**src/rtl/if_stage_pkg.sv**
```systemverilog
// Shared types for the fetch stage: opcode map, fixed instruction words and
// the fetch-state encoding.
package if_stage_pkg;

   typedef enum logic [3:0] {
      OP_NOP  = 4'h0, OP_ADD  = 4'h1, OP_SUB  = 4'h2, OP_AND  = 4'h3,
      OP_OR   = 4'h4, OP_XOR  = 4'h5, OP_SHL  = 4'h6, OP_SHR  = 4'h7,
      OP_LDI  = 4'h8, OP_LD   = 4'h9, OP_ST   = 4'hA, OP_JMP  = 4'hB,
      OP_BR   = 4'hC, OP_CALL = 4'hD, OP_RET  = 4'hE, OP_HLT  = 4'hF
   } opcode_e;

   localparam logic [15:0] NOP_INSTR = 16'h0000;
   localparam logic [15:0] HLT_INSTR = 16'hF000;

   typedef enum logic [1:0] {
      ST_BOOT   = 2'd0,
      ST_FETCH  = 2'd1,
      ST_HALTED = 2'd2
   } fetch_state_e;

   function automatic logic [15:0] sext8(input logic [7:0] v);
      return {{8{v[7]}}, v};
   endfunction

endpackage

```
**src/rtl/if_stage_if.sv**
```systemverilog
// Instruction-memory fetch port: the stage requests an address, memory answers
// with a word and a ready strobe in the same cycle.
interface if_stage_if;
   logic        imem_req;
   logic [15:0] imem_addr;
   logic [15:0] imem_rdata;
   logic        imem_rdy;

   modport master (output imem_req, imem_addr, input imem_rdata, imem_rdy);
   modport slave  (input imem_req, imem_addr, output imem_rdata, imem_rdy);
endinterface

```
**src/rtl/if_stage_next_pc.sv**
```systemverilog
// Next-PC selection: redirect, static backward-taken prediction, or increment.
// Prediction is compiled in only when BTFN_PREDICT_EN is defined.
module if_next_pc
   import if_stage_pkg::*;
(
   input  logic        i_redirect,
   input  logic [15:0] i_redirect_pc,
   input  logic [15:0] i_pc,
   input  logic        i_accept,
   input  logic [15:0] i_word,
   output logic [15:0] o_next_pc,
   output logic        o_pred_taken
);

   logic [15:0] w_seq_pc;
   logic [15:0] w_target;
   logic        w_taken;

   assign w_seq_pc = i_pc + 16'd1;

`ifdef BTFN_PREDICT_EN
   // Negative displacement on a conditional branch means a loop: guess taken.
   assign w_taken  = (opcode_e'(i_word[15:12]) == OP_BR) && i_word[7];
   assign w_target = w_seq_pc + sext8(i_word[7:0]);
`else
   logic w_unused;
   assign w_unused = ^i_word;
   assign w_taken  = 1'b0;
   assign w_target = w_seq_pc;
`endif

   always_comb begin
      o_next_pc = i_pc;
      if (i_redirect)
         o_next_pc = i_redirect_pc;
      else if (i_accept)
         o_next_pc = w_taken ? w_target : w_seq_pc;
   end

   assign o_pred_taken = i_accept & w_taken;

endmodule

```
**src/rtl/if_stage.sv**
```systemverilog
// Instruction fetch stage: BOOT/FETCH/HALTED control and the IF/ID register.
// Optional BTFN_PREDICT_EN enables backward-taken branch prediction.
module if_stage
   import if_stage_pkg::*;
#(
   parameter logic [15:0] RESET_PC = 16'h0000
)(
   input  logic        clk,
   input  logic        rst,
   input  logic        stall,
   input  logic        redirect,
   input  logic [15:0] redirect_pc,
   if_stage_if.master  imem,
   output logic [15:0] instr,
   output logic [15:0] PC_inc,
   output logic        if_valid,
   output logic        pred_taken,
   output logic        halted
);

   fetch_state_e r_state, w_state_nxt;
   logic [15:0]  r_pc, r_instr, r_pc_inc;
   logic         r_if_valid, r_pred_taken;

   logic [15:0]  w_pc_nxt, w_instr_nxt, w_pc_inc_nxt;
   logic         w_if_valid_nxt, w_pred_nxt, w_pred_taken;
   logic         w_accept;

   assign w_accept = (r_state == ST_FETCH) & imem.imem_rdy & ~stall & ~redirect;

   if_next_pc u_next_pc (
      .i_redirect    (redirect),
      .i_redirect_pc (redirect_pc),
      .i_pc          (r_pc),
      .i_accept      (w_accept),
      .i_word        (imem.imem_rdata),
      .o_next_pc     (w_pc_nxt),
      .o_pred_taken  (w_pred_taken)
   );

   always_ff @(posedge clk or negedge rst) begin
      if (!rst) begin
         r_state      <= ST_BOOT;
         r_pc         <= RESET_PC;
         r_instr      <= NOP_INSTR;
         r_pc_inc     <= 16'h0000;
         r_if_valid   <= 1'b0;
         r_pred_taken <= 1'b0;
      end else begin
         r_state      <= w_state_nxt;
         r_pc         <= w_pc_nxt;
         r_instr      <= w_instr_nxt;
         r_pc_inc     <= w_pc_inc_nxt;
         r_if_valid   <= w_if_valid_nxt;
         r_pred_taken <= w_pred_nxt;
      end
   end

   always_comb begin
      w_state_nxt    = r_state;
      w_instr_nxt    = r_instr;
      w_pc_inc_nxt   = r_pc_inc;
      w_if_valid_nxt = r_if_valid;
      w_pred_nxt     = r_pred_taken;
      if (redirect) begin
         w_state_nxt    = ST_FETCH;
         w_instr_nxt    = NOP_INSTR;
         w_if_valid_nxt = 1'b0;
         w_pred_nxt     = 1'b0;
      end else if (r_state == ST_BOOT) begin
         // BOOT is a fixed one-cycle warm-up, a stall does not extend it.
         w_state_nxt = ST_FETCH;
      end else if (!stall) begin
         case (r_state)
            ST_FETCH: begin
               if (imem.imem_rdy) begin
                  w_instr_nxt    = imem.imem_rdata;
                  w_pc_inc_nxt   = r_pc + 16'd1;
                  w_if_valid_nxt = 1'b1;
                  w_pred_nxt     = w_pred_taken;
                  if (imem.imem_rdata == HLT_INSTR)
                     w_state_nxt = ST_HALTED;
               end else begin
                  w_instr_nxt    = NOP_INSTR;
                  w_if_valid_nxt = 1'b0;
                  w_pred_nxt     = 1'b0;
               end
            end
            ST_HALTED: begin
               w_instr_nxt    = NOP_INSTR;
               w_if_valid_nxt = 1'b0;
               w_pred_nxt     = 1'b0;
            end
            default: w_state_nxt = ST_BOOT;
         endcase
      end
   end

   assign imem.imem_req  = (r_state == ST_FETCH);
   assign imem.imem_addr = r_pc;
   assign instr          = r_instr;
   assign PC_inc         = r_pc_inc;
   assign if_valid       = r_if_valid;
   assign pred_taken     = r_pred_taken;
   assign halted         = (r_state == ST_HALTED);

endmodule

```
**src/flat_wrapper.sv**
```systemverilog
// flat-port wrapper written by rule: the top's interface ports become plain ports
module if_stage_flat import if_stage_pkg::*;
#(
   parameter logic [15:0] RESET_PC = 16'h0000
)
  (clk, rst, stall, redirect, redirect_pc, instr, PC_inc, if_valid, pred_taken, halted, imem_imem_req, imem_imem_addr, imem_imem_rdata, imem_imem_rdy);
  if_stage_if imem_i ();
  input  logic clk;
  input  logic rst;
  input  logic stall;
  input  logic redirect;
  input  logic [15:0] redirect_pc;
  output logic [15:0] instr;
  output logic [15:0] PC_inc;
  output logic if_valid;
  output logic pred_taken;
  output logic halted;
  output wire logic [$bits(imem_i.imem_req)-1:0] imem_imem_req;
  output wire logic [$bits(imem_i.imem_addr)-1:0] imem_imem_addr;
  input wire logic [$bits(imem_i.imem_rdata)-1:0] imem_imem_rdata;
  input wire logic [$bits(imem_i.imem_rdy)-1:0] imem_imem_rdy;
  assign imem_imem_req = imem_i.imem_req;
  assign imem_imem_addr = imem_i.imem_addr;
  assign imem_i.imem_rdata = imem_imem_rdata;
  assign imem_i.imem_rdy = imem_imem_rdy;
  if_stage #(.RESET_PC(RESET_PC)) u_core (.clk(clk), .rst(rst), .stall(stall), .redirect(redirect), .redirect_pc(redirect_pc), .imem(imem_i), .instr(instr), .PC_inc(PC_inc), .if_valid(if_valid), .pred_taken(pred_taken), .halted(halted));
endmodule
```
**config.mk**
```make
export PLATFORM = sky130hd
export DESIGN_NAME = if_stage_flat
export DESIGN_NICKNAME = d
export VERILOG_FILES = /design/src/rtl/if_stage_pkg.sv /design/src/rtl/if_stage_if.sv /design/src/rtl/if_stage_next_pc.sv /design/src/rtl/if_stage.sv /design/src/flat_wrapper.sv
export SDC_FILE = /design/constraint.sdc
export NUM_CORES = 1
export LEC_CHECK = 0
export BUFFER_PORTS_ARGS = -buffer_cell sky130_fd_sc_hd__buf_2
export CAP_MARGIN = 0
export CORE_MARGIN = 2
export CORE_UTILIZATION = 45
export DETAILED_ROUTE_END_ITERATION = 8
export PLACE_DENSITY = 0.73
export SYNTH_ARGS = -nofsm -noshare
export SYNTH_HDL_FRONTEND = slang
export SYNTH_SLANG_ARGS = --single-unit
```
**constraint.sdc**
```tcl
create_clock -name clk -period 4.03 [get_ports clk]
set_input_delay 0.403 -clock clk [delete_from_list [all_inputs] [get_ports clk]]
set_output_delay 0.403 -clock clk [all_outputs]
set_load 0.01 [all_outputs]
```
==> results.sh, run 1 <==
export IMPL_run_status="completed"
export IMPL_setup_viol=0
export IMPL_chipHeight_um=79.65
export IMPL_cts_root_buffer="sky130_fd_sc_hd__clkbuf_8"
export IMPL_clock_fmax_mhz=496.4
export IMPL_finalCritPeriodShare_pct=49.99
export IMPL_wl_um=6004
export IMPL_via_count_normalized_by_instance_count=5.320
export IMPL_count_of_cells_resized_by_post_cts_repair=0
export IMPL_synth_area_leaders="sky130_fd_sc_hd__dfrtp_1 50%, sky130_fd_sc_hd__xnor2_1 5.8%, sky130_fd_sc_hd__a22o_1 5.4%"
export IMPL_initial_antenna_violation_count=0
export IMPL_initialDrtViolationCount=178
export IMPL_finalWorstSetupSlack_ns=2.016
export IMPL_core_area_um2=5507
export IMPL_clockPowerShare_pct=29.0
export IMPL_start_util_pct=46.76
export IMPL_setup_repair_after_global_routing_missed_its_margin="false"
export IMPL_cts_tree="built"
export IMPL_grt_start_max_net_pins=52
export IMPL_power_static_leakage_nw=1.408
export IMPL_internal_power_mw=0.8546
export IMPL_cts_clk_slew_worst_paths_ns=0.09
export IMPL_post_synth_num_cell_types=44
export IMPL_sequential_power_share_pct=51.2
export IMPL_totalNegativeSetupSlack_ns=0
export IMPL_io_buffers=87
export IMPL_synth_flop_cell="sky130_fd_sc_hd__dfrtp_1"
export IMPL_period_minus_slack_ns=2.014
export IMPL_switchingPower_mw=0.3591
export IMPL_synthDominantCellAreaShare_pct=49.56
export IMPL_finClkSkew_ns=0.007670
export IMPL_vdd_drop_max_uv=200.5
export IMPL_drc=0
export IMPL_post_dp_cell_area_um2=3013
export IMPL_worst_hold_slack_ns=0.2939
export IMPL_combinationalPowerShare_pct=19.8
export IMPL_report_power_total_mw=1.214
export IMPL_drt_first_pass_iters=4
export IMPL_post_synth_edffs=0
export IMPL_yosys_register_bits=51
export IMPL_ys_seq_area_share_pct=49.56
export IMPL_synth_warnings=0
export IMPL_drive_gt1_share_pct=35.09
export IMPL_clkSinkCount=51
export IMPL_grtUsageTotal_pct=19.94
export IMPL_holdPathStages=3
export IMPL_postCtsSetupRepairBufs=0
export IMPL_final_area_um2=3119
export IMPL_finalWeightedCongestion=0.8108
export IMPL_required_ns=4.22
export IMPL_gr_total_overflow=0
export IMPL_timing_slew_headroom_pct=26.71
export IMPL_final_hold_violation_count=0
export IMPL_endpoint_kind="register"
export IMPL_top_level_ports=89
export IMPL_flow_area_growth_from_synthesis_pct=21.14
export IMPL_wl_per_cell_um=15.24
export IMPL_antenna_cells_inserted=0
export IMPL_worst_setup_path_start_kind="register"
export IMPL_cell_rows=27
export IMPL_synth_top_cell_by_area="sky130_fd_sc_hd__dfrtp_1"
export IMPL_ctsHtreeMaxLevel=2
export IMPL_worst_pin_slew_ns=1.099
export IMPL_detailedPlace_worstSlack_ns=1.983
export IMPL_timing_hold_worst_class="in -> reg"
export IMPL_dieArea_um2=6343
export IMPL_hpwlAfterDp_um=4314
export IMPL_switching_share_pct=29.59
export IMPL_postRouteAntennaNets=0
export IMPL_postSynthCellCount=244
export IMPL_multi_input_comb_area_um2=1200
export IMPL_synthesis_nets=282
export IMPL_die_width_um=79.65
export IMPL_asyncSetResetFlopFracSynth_pct=100.0
export IMPL_report_final_slew_viol_count=0
export IMPL_clock_tree_buffer_depth=2
export IMPL_first_global_vias=1999
export IMPL_worst_r2r_cell_count=5
export IMPL_n_fill_cell=517
export IMPL_category_of_the_critical_setup_timing_path="reg -> reg"
export IMPL_synth_area_um2=2575
export IMPL_cts_hold_repair_buffers=0
export IMPL_max_cap_viol_count=0
export IMPL_layout_nets=360
export IMPL_latest_clock_arrival_within_the_worst_skew_pair_ns=0.31
export IMPL_grt_pass1_wl_um=9715
export IMPL_register_area_um2=1276
export IMPL_postSynthAreaPerCell_um2=10.55
export IMPL_worst_path_max_fanout=11
export IMPL_cts_made_buffers=5
export IMPL_power_dens_cells_nw_per_um2=389.1
export IMPL_vias=2096
export IMPL_data_arrival_critical_path_ns=2.21
-- registers in the layout, indices dropped and copies added, names as in the netlist --
register               flops
u_core.PC_inc             16
u_core.if_valid            1
u_core.r_state             2
u_core.imem.imem_addr     16
u_core.instr              16
-- worst max-delay path, cell delays in order (launching register included) --
cell                      delay, ns
sky130_fd_sc_hd__dfrtp_1       0.47
sky130_fd_sc_hd__ha_1          0.26
sky130_fd_sc_hd__nand3_1       0.44
sky130_fd_sc_hd__nor3_2        0.40
sky130_fd_sc_hd__mux2i_1       0.23
sky130_fd_sc_hd__nand3_1       0.10
-- synth_stat cells, types with 6 or more instances --
library cell,instances
sky130_fd_sc_hd__dfrtp_1,51
sky130_fd_sc_hd__nand2_1,22
sky130_fd_sc_hd__nor2_1,18
sky130_fd_sc_hd__xnor2_1,17
sky130_fd_sc_hd__a22o_1,16
sky130_fd_sc_hd__a21oi_1,13
sky130_fd_sc_hd__xor2_1,9
sky130_fd_sc_hd__nand3_1,8
sky130_fd_sc_hd__nor3_1,8
sky130_fd_sc_hd__o21ai_0,8
sky130_fd_sc_hd__o21ai_1,8
sky130_fd_sc_hd__buf_2,7
sky130_fd_sc_hd__nand4_1,6
-- per-layer routing --
layer	up-vias	GRT usage, %	part of all wire (%)
li1	1019	-	-
met1	1009	25.77	45
met2	54	32.18	48
met3	14	4.412	4.4
met4	0	8.621	2.4
met5	-	0	0
-- per-stage QoR --
stage	std cells	util (%)
6_report	394	56.65
5_1_grt	394	56.65
4_1_cts	394	56.65
3_5_place_dp	387	54.71
3_3_place_gp	387	54.71
2_1_floorplan	244	-
-- cells in the final DEF (no fill, tap or decap), types with 2 or more instances in the layout --
| master | Yosys | layout |
|---|---|---|
| sky130_fd_sc_hd__buf_2 | 7 | 87 |
| sky130_fd_sc_hd__nor3_1 | 8 | 8 |
| sky130_fd_sc_hd__nor4_2 | 3 | 3 |
| sky130_fd_sc_hd__a22oi_1 | 2 | 2 |
| sky130_fd_sc_hd__clkbuf_8 | 0 | 5 |
| sky130_fd_sc_hd__nand4_1 | 6 | 6 |
| sky130_fd_sc_hd__xor2_1 | 9 | 9 |
| sky130_fd_sc_hd__nand2_1 | 22 | 22 |
| sky130_fd_sc_hd__a22o_1 | 16 | 16 |
| sky130_fd_sc_hd__nor2b_1 | 5 | 5 |
| sky130_fd_sc_hd__xnor2_1 | 17 | 17 |
| sky130_fd_sc_hd__mux2i_1 | 4 | 4 |
| sky130_fd_sc_hd__nor4_1 | 2 | 2 |
| sky130_fd_sc_hd__nor4_4 | 3 | 3 |
| sky130_fd_sc_hd__nor2_1 | 18 | 18 |
| sky130_fd_sc_hd__o21ai_0 | 8 | 8 |
| sky130_fd_sc_hd__nand3_1 | 8 | 8 |
| sky130_fd_sc_hd__a21oi_1 | 13 | 13 |
| sky130_fd_sc_hd__o21ai_1 | 8 | 8 |
| sky130_fd_sc_hd__dfrtp_1 | 51 | 51 |
| sky130_fd_sc_hd__a21oi_2 | 3 | 3 |
| sky130_fd_sc_hd__and4_1 | 2 | 2 |
-- final timing paths --
path	start	end	slack, ns
min in group asynchronous	rst	u_core.instr[7]$_DFFE_PN0P_	0.30
min reg2reg	u_core.if_valid$_DFFE_PN0P_	u_core.if_valid$_DFFE_PN0P_	0.48
min	redirect_pc[1]	u_core.imem.imem_addr[1]$_DFFE_PN0P_	0.29
max	u_core.imem.imem_addr[0]$_DFFE_PN0P_	u_core.imem.imem_addr[14]$_DFFE_PN0P_	2.02
max in group asynchronous	rst	u_core.instr[1]$_DFFE_PN0P_	3.06
max reg2reg	u_core.imem.imem_addr[0]$_DFFE_PN0P_	u_core.imem.imem_addr[14]$_DFFE_PN0P_	2.02
-- cells by family after synthesis --
kind of cell	synth area share [%]
AO/OA/AOI/OAI	13.65
flip-flops	49.56
adder cells (fa/ha/maj)	0.4858
multiplexers	1.992
other	0.1456
buffers and inverters	3.838
AND/OR/NAND/NOR	21.48
XOR/XNOR	8.844
-- power groups by stage --
stage	registers (mW)	logic, mW	clock network [mW]
6_report	0.622	0.240	0.352
5_1_grt	0.631	0.267	0.383
4_1_cts	0.622	0.243	0.359
3_5_place_dp	0.632	0.242	0
3_3_place_gp	0.631	0.236	0
2_1_floorplan	0.647	0.116	0
-- final cells by class --
| class | count | area share (%) |
|---|---|---|
| Multi-Input combinational cell | 175 | 38.47 |
| Tap cell | 72 | 2.888 |
| Timing Repair Buffer | 88 | 14.20 |
| Inverter | 1 | 0.1203 |
| Clock inverter | 2 | 1.203 |
| Clock buffer | 5 | 2.206 |
| Sequential cell | 51 | 40.91 |
No activity file was read; power rests on OpenSTA's default activity.
==> run 2: changes to the inputs <==
==> constraint.sdc (replaced) <==
create_clock -name clk -period 1.9 [get_ports clk]
set_input_delay 0.19 -clock clk [delete_from_list [all_inputs] [get_ports clk]]
set_output_delay 0.19 -clock clk [all_outputs]
set_load 0.01 [all_outputs]
==> run 2 against run 1 <==
Combinational power rose by 130%. Via count rose by 0.86%. Die area did not move. Critical path type unchanged. Final cell count rose by 2.8%. Clock skew fell by 0.0035 ns. Setup slack got worse by 1.9 ns.
==> results.sh, run 2 (synthesis results as in run 1) <==
export IMPL_most_used_cells_in_the_layout_excluding_fill_and_tap_cells="87 x sky130_fd_sc_hd__buf_2, 51 x sky130_fd_sc_hd__dfrtp_1, 22 x sky130_fd_sc_hd__nand2_1, 18 x sky130_fd_sc_hd__nor2_1, 17 x sky130_fd_sc_hd__xnor2_1"
export IMPL_layoutNonFillerInstCount=405
export IMPL_layout_nets=370
export IMPL_chipHeight_um=79.65
export IMPL_multi_input_comb_area_um2=1200
export IMPL_cts_clk_slew_worst_paths_ns=0.09
export IMPL_worst_setup_path_start_kind="register"
export IMPL_max_cap_viol_count=0
export IMPL_worst_pin_slew_ns=0.6648
export IMPL_antenna_cells_inserted=0
export IMPL_setup_repair_after_global_routing_missed_its_margin="false"
export IMPL_data_arrival_critical_path_ns=1.95
export IMPL_critical_path_top_delay_family="simple AND/OR/NAND/NOR gates"
export IMPL_start_util_pct=46.76
export IMPL_vdd_drop_max_uv=349.0
export IMPL_category_of_the_critical_setup_timing_path="reg -> reg"
export IMPL_io_buffers=87
export IMPL_dieArea_um2=6343
export IMPL_power_dens_cells_nw_per_um2=788.7
export IMPL_cp_cell_sequence="nand4bb_2 > nor4_4 > mux2i_1 > nand2_1"
export IMPL_endpoint_kind="register"
export IMPL_critPathBufInv=0
export IMPL_grt_start_max_net_pins=46
export IMPL_flow_area_growth_from_synthesis_pct=24.54
export IMPL_cts_made_buffers=5
export IMPL_run_status="completed"
export IMPL_post_route_util_pct=58.24
export IMPL_core_area_um2=5507
export IMPL_drc=0
export IMPL_timing_hold_worst_class="in -> reg"
export IMPL_period_minus_slack_ns=1.757
export IMPL_gr_total_overflow=0
export IMPL_final_common_cell="sky130_fd_sc_hd__buf_2"
export IMPL_dp_cells=396
export IMPL_postRouteAntennaNets=0
export IMPL_initial_antenna_violation_count=0
export IMPL_initialDrtViolationCount=118
export IMPL_hpwlAfterDp_um=4382
export IMPL_drt_first_pass_iters=4
export IMPL_ctsHtreeMaxLevel=2
export IMPL_finalCritPeriodShare_pct=92.45
export IMPL_detailedPlace_worstSlack_ns=0.1487
export IMPL_vias=2114
export IMPL_cts_tree="built"
export IMPL_timing_slew_headroom_pct=55.63
export IMPL_clock_tree_buffer_depth=2
export IMPL_wl_um=5896
export IMPL_first_global_vias=2024
export IMPL_slowest_stage="sky130_fd_sc_hd__nor4_4"
export IMPL_drive_gt1_share_pct=36.94
export IMPL_grtUsageTotal_pct=19.47
export IMPL_register_area_um2=1276
export IMPL_top_level_ports=89
export IMPL_finalWeightedCongestion=0.8267
export IMPL_report_final_slew_viol_count=0
export IMPL_clock_fmax_mhz=569.3
export IMPL_cell_rows=27
export IMPL_setup_viol=0
export IMPL_critPathMaxStageDelay_ns=0.49
export IMPL_die_width_um=79.65
export IMPL_clkSinkCount=51
export IMPL_finClkSkew_ns=0.004159
export IMPL_cts_root_buffer="sky130_fd_sc_hd__clkbuf_8"
export IMPL_flop_to_flop_setup_slack_ns=0.14
export IMPL_latest_clock_arrival_within_the_worst_skew_pair_ns=0.30
export IMPL_grt_pass1_wl_um=9749
export IMPL_required_ns=2.09
export IMPL_final_hold_violation_count=0
export IMPL_worst_hold_slack_ns=0.09098
export IMPL_n_fill_cell=495
export IMPL_wl_per_cell_um=14.56
export IMPL_finalWorstSetupSlack_ns=0.1434
export IMPL_via_count_normalized_by_instance_count=5.220
export IMPL_power_static_leakage_nw=1.458
export IMPL_worst_path_max_fanout=7
export IMPL_count_of_cells_resized_by_post_cts_repair=0
export IMPL_totalNegativeSetupSlack_ns=0
[run 2: changes by cell type in the layout (fill, tap and decap cells not counted), sizes merged]
cell,before,now
bufinv,1,0
buf,88,97
clkbuf,5,7
dlygate4sd3,0,1
[run 2: tightest hold or removal path: stages]
cell and delay (ns):
sky130_fd_sc_hd__buf_2 0.07, sky130_fd_sc_hd__nand2_1 0.04, sky130_fd_sc_hd__o21ai_0 0.05
[run 2: worst paths after layout]
| kind | depth (start not counted) | start | end |
|---|---|---|---|
| max reg2reg | 4 | u_core.r_state[1]$_DFFE_PN0P_ | u_core.imem.imem_addr[15]$_DFFE_PN0P_ |
| min | 3 | redirect_pc[1] | u_core.imem.imem_addr[1]$_DFFE_PN0P_ |
| max in group asynchronous | 3 | rst | u_core.instr[3]$_DFFE_PN0P_ |
| min reg2reg | 1 | u_core.if_valid$_DFFE_PN0P_ | u_core.if_valid$_DFFE_PN0P_ |
| max | 4 | u_core.r_state[1]$_DFFE_PN0P_ | u_core.imem.imem_addr[15]$_DFFE_PN0P_ |
| min in group asynchronous | 2 | rst | u_core.instr[7]$_DFFE_PN0P_ |
[run 2: area by class of cell]
cell class              instances  area share, %
clock buffers                   7          3.004
clock inverters                 1         0.2341
flip-flops and latches         51          39.80
repair buffers                 98          16.62
multi-input cells             175          37.42
inverters                       1         0.1171
well taps                      72          2.809
[run 2: per-stage QoR]
step | cell area, µm² | total power [mW]
floorplan | 2575 | 1.618
global placement | 3093 | 1.862
detailed placement | 3093 | 1.875
CTS | 3207 | 2.548
global route | 3207 | 2.682
finish | 3207 | 2.529
[run 2: routing by layer]
layer  global-route usage, %  share of wire [%]
met5                       0                  0
met4                   4.138               0.73
met3                   2.941                5.3
met2                   30.42                 47
met1                   28.73                 47
[run 2: repair_timing]
action / in CTS / in global routing
hold buffers: 1 / 0
setup buffers: 0 / 0
hold endpoints to repair: 21 / 0
[run 2: report_power, final]
part	switching (mW)	leakage [nW]	internal (mW)	total (mW)
sequential	0.105	0.625	1.20	1.31
combinational	0.300	0.783	0.245	0.544
clock	0.345	0.0505	0.332	0.677
==> run 3: changes to the inputs <==
--- a/config.mk
+++ b/config.mk
@@ -7,10 +7,13 @@
 export LEC_CHECK = 0
 export BUFFER_PORTS_ARGS = -buffer_cell sky130_fd_sc_hd__buf_2
 export CAP_MARGIN = 0
+export CELL_PAD_IN_SITES_DETAIL_PLACEMENT = 1
+export CELL_PAD_IN_SITES_GLOBAL_PLACEMENT = 1
+export CORE_ASPECT_RATIO = 1.2
 export CORE_MARGIN = 2
-export CORE_UTILIZATION = 45
+export CORE_UTILIZATION = 38
 export DETAILED_ROUTE_END_ITERATION = 8
-export PLACE_DENSITY = 0.73
+export PLACE_DENSITY = 0.8
 export SYNTH_ARGS = -nofsm -noshare
 export SYNTH_HDL_FRONTEND = slang
 export SYNTH_SLANG_ARGS = --single-unit
==> run 3 against run 2 <==
Clock power up 29%. Routed wire length up 12%. Sequential cell count unchanged. Setup slack worse by 0.012 ns. Cell area up 1.2%. Core utilization down 8.2 points. Largest power group unchanged. Largest cell class unchanged.
==> results.sh, run 3 (synthesis results as in run 1) <==
export IMPL_run_status="completed"
export IMPL_hold_end="u_core.imem.imem_addr[3]$_DFFE_PN0P_"
export IMPL_setup_repair_after_global_routing_missed_its_margin="false"
export IMPL_data_arrival_critical_path_ns=1.96
export IMPL_slowest_stage="sky130_fd_sc_hd__nor4_4"
export IMPL_clock_tree_buffer_depth=2
export IMPL_dp_cells=406
export IMPL_chipHeight_um=94.18
export IMPL_hold_path_startpoint="redirect_pc[3]"
export IMPL_final_hold_violation_count=0
export IMPL_initialDrtViolationCount=69
export IMPL_start_util_pct=39.70
export IMPL_flow_area_growth_from_synthesis_pct=26.04
export IMPL_postRouteAntennaNets=0
export IMPL_latest_clock_arrival_within_the_worst_skew_pair_ns=0.29
export IMPL_vdd_drop_max_uv=430.6
export IMPL_first_global_vias=2169
export IMPL_max_cap_viol_count=0
export IMPL_clkSinkCount=51
export IMPL_report_final_slew_viol_count=0
export IMPL_endpoint_kind="register"
export IMPL_worst_path_max_fanout=7
export IMPL_postCtsSetupRepairBufs=0
export IMPL_power_static_leakage_nw=1.462
export IMPL_finalCritPeriodShare_pct=93.10
export IMPL_flop_to_flop_setup_slack_ns=0.13
export IMPL_cts_root_buffer="sky130_fd_sc_hd__clkbuf_8"
export IMPL_drc=0
export IMPL_hpwlAfterDp_um=5113
export IMPL_drt_first_pass_iters=4
export IMPL_most_used_cells_in_the_layout_excluding_fill_and_tap_cells="87 x sky130_fd_sc_hd__buf_2, 51 x sky130_fd_sc_hd__dfrtp_1, 22 x sky130_fd_sc_hd__nand2_1, 18 x sky130_fd_sc_hd__nor2_1, 17 x sky130_fd_sc_hd__xnor2_1"
export IMPL_final_common_cell="sky130_fd_sc_hd__buf_2"
export IMPL_cts_made_buffers=5
export IMPL_power_dens_cells_nw_per_um2=841.0
export IMPL_worst_r2r_cell_count=4
export IMPL_antenna_cells_inserted=0
export IMPL_io_buffers=87
export IMPL_required_ns=2.09
export IMPL_vias=2143
export IMPL_dieArea_um2=7453
export IMPL_totalNegativeSetupSlack_ns=0
export IMPL_clock_fmax_mhz=565.3
export IMPL_finalWeightedCongestion=0.7939
export IMPL_ff_to_ff_start="u_core.r_state[1]$_DFFE_PN0P_"
export IMPL_drive_gt1_share_pct=36.36
export IMPL_critPathMaxStageDelay_ns=0.51
export IMPL_worst_setup_path_start_kind="register"
export IMPL_grt_pass1_wl_um=11030
export IMPL_n_fill_cell=783
export IMPL_die_width_um=79.15
export IMPL_ctsHtreeMaxLevel=2
export IMPL_finalWorstSetupSlack_ns=0.1310
export IMPL_gr_total_overflow=0
export IMPL_period_minus_slack_ns=1.769
export IMPL_grt_start_max_net_pins=46
export IMPL_layoutNonFillerInstCount=415
export IMPL_critical_path_top_delay_family="simple AND/OR/NAND/NOR gates"
export IMPL_detailedPlace_worstSlack_ns=0.1328
export IMPL_initial_antenna_violation_count=0
export IMPL_finClkSkew_ns=0.006818
export IMPL_layout_nets=367
export IMPL_category_of_the_critical_setup_timing_path="reg -> reg"
export IMPL_top_level_ports=89
export IMPL_timing_slew_headroom_pct=53.31
export IMPL_core_area_um2=6486
export IMPL_critPathBufInv=0
export IMPL_grtUsageTotal_pct=18.96
export IMPL_cts_tree="built"
export IMPL_cts_clk_slew_worst_paths_ns=0.09
export IMPL_crit_cells=4
export IMPL_setup_viol=0
export IMPL_cp_cell_sequence="nand4bb_2 > nor4_4 > mux2i_1 > nand2_1"
export IMPL_timing_hold_worst_class="in -> reg"
export IMPL_via_count_normalized_by_instance_count=5.164
export IMPL_worst_pin_slew_ns=0.6995
export IMPL_holdPathStages=3
export IMPL_report_power_total_mw=2.730
export IMPL_reg_to_reg_end="u_core.imem.imem_addr[15]$_DFFE_PN0P_"
export IMPL_wl_um=6611
export IMPL_cell_rows=32
export IMPL_wl_per_cell_um=15.93
-- run 3: cell types whose count changed in the layout (fill, tap and decap cells not counted), sizes merged --
| cell | before | now |
|---|---|---|
| clkbuf | 7 | 5 |
| bufinv | 0 | 2 |
| buf | 97 | 94 |
-- run 3: stage by stage --
step	hold slack (ns)	area, µm²	utilization (%)
global placement	0.1755	3099	47.78
floorplan	-0.1056	2575	-
finish	0.09850	3246	50.04
global route	0.09374	3246	50.04
detailed placement	0.1795	3099	47.78
CTS	0.09380	3246	50.04
-- run 3: metal layers --
metal  track usage, %  part of all wire, %
met1            25.98                   45
met2            31.36                   50
met3            2.981                  3.5
met4            4.741                  1.1
met5                0                    0
-- run 3: worst reg2reg max path, stage by stage, from the launching register on --
cell and delay, ns:
sky130_fd_sc_hd__dfrtp_1 0.44, sky130_fd_sc_hd__nand4bb_2 0.42, sky130_fd_sc_hd__nor4_4 0.51, sky130_fd_sc_hd__mux2i_1 0.23, sky130_fd_sc_hd__nand2_1 0.06
-- run 3: final cells by class --
cell class,count,area (µm²),share of cell area (%)
Multi-Input combinational cell,175,1200,36.97
Clock inverter,3,67.56,2.082
Clock buffer,5,68.82,2.120
Inverter,1,3.754,0.1157
Tap cell,85,106.4,3.277
Sequential cell,51,1276,39.32
Timing Repair Buffer,95,523.0,16.11
-- run 3: worst max path at each step --
stage,start,endpoint,slack (ns)
finish,u_core.r_state[1]$_DFFE_PN0P_,u_core.imem.imem_addr[15]$_DFFE_PN0P_,0.13
global route,u_core.r_state[1]$_DFFE_PN0P_,u_core.PC_inc[11]$_DFFE_PN0P_,0.009
CTS,u_core.r_state[1]$_DFFE_PN0P_,u_core.imem.imem_addr[13]$_DFFE_PN0P_,0.12
detailed placement,u_core.r_state[1]$_DFFE_PN0P_,u_core.imem.imem_addr[13]$_DFFE_PN0P_,0.13
global placement,u_core.r_state[1]$_DFFE_PN0P_,u_core.imem.imem_addr[13]$_DFFE_PN0P_,0.20
floorplan,u_core.imem.imem_addr[0]$_DFFE_PN0P_,u_core.PC_inc[14]$_DFFE_PN0P_,0.30
-- run 3: where the power goes --
part	total, mW	internal [mW]	switching (mW)
Clock	0.871	0.525	0.346
Sequential	1.32	1.20	0.113
Combinational	0.543	0.242	0.302
Total	2.73	1.97	0.761
-- run 3: repair_timing --
| action | 4_1_cts | 5_1_grt |
|---|---|---|
| gates resized for setup | 0 | 0 |
| endpoints found under the hold margin | 19 | 0 |
| hold buffers | 1 | 0 |
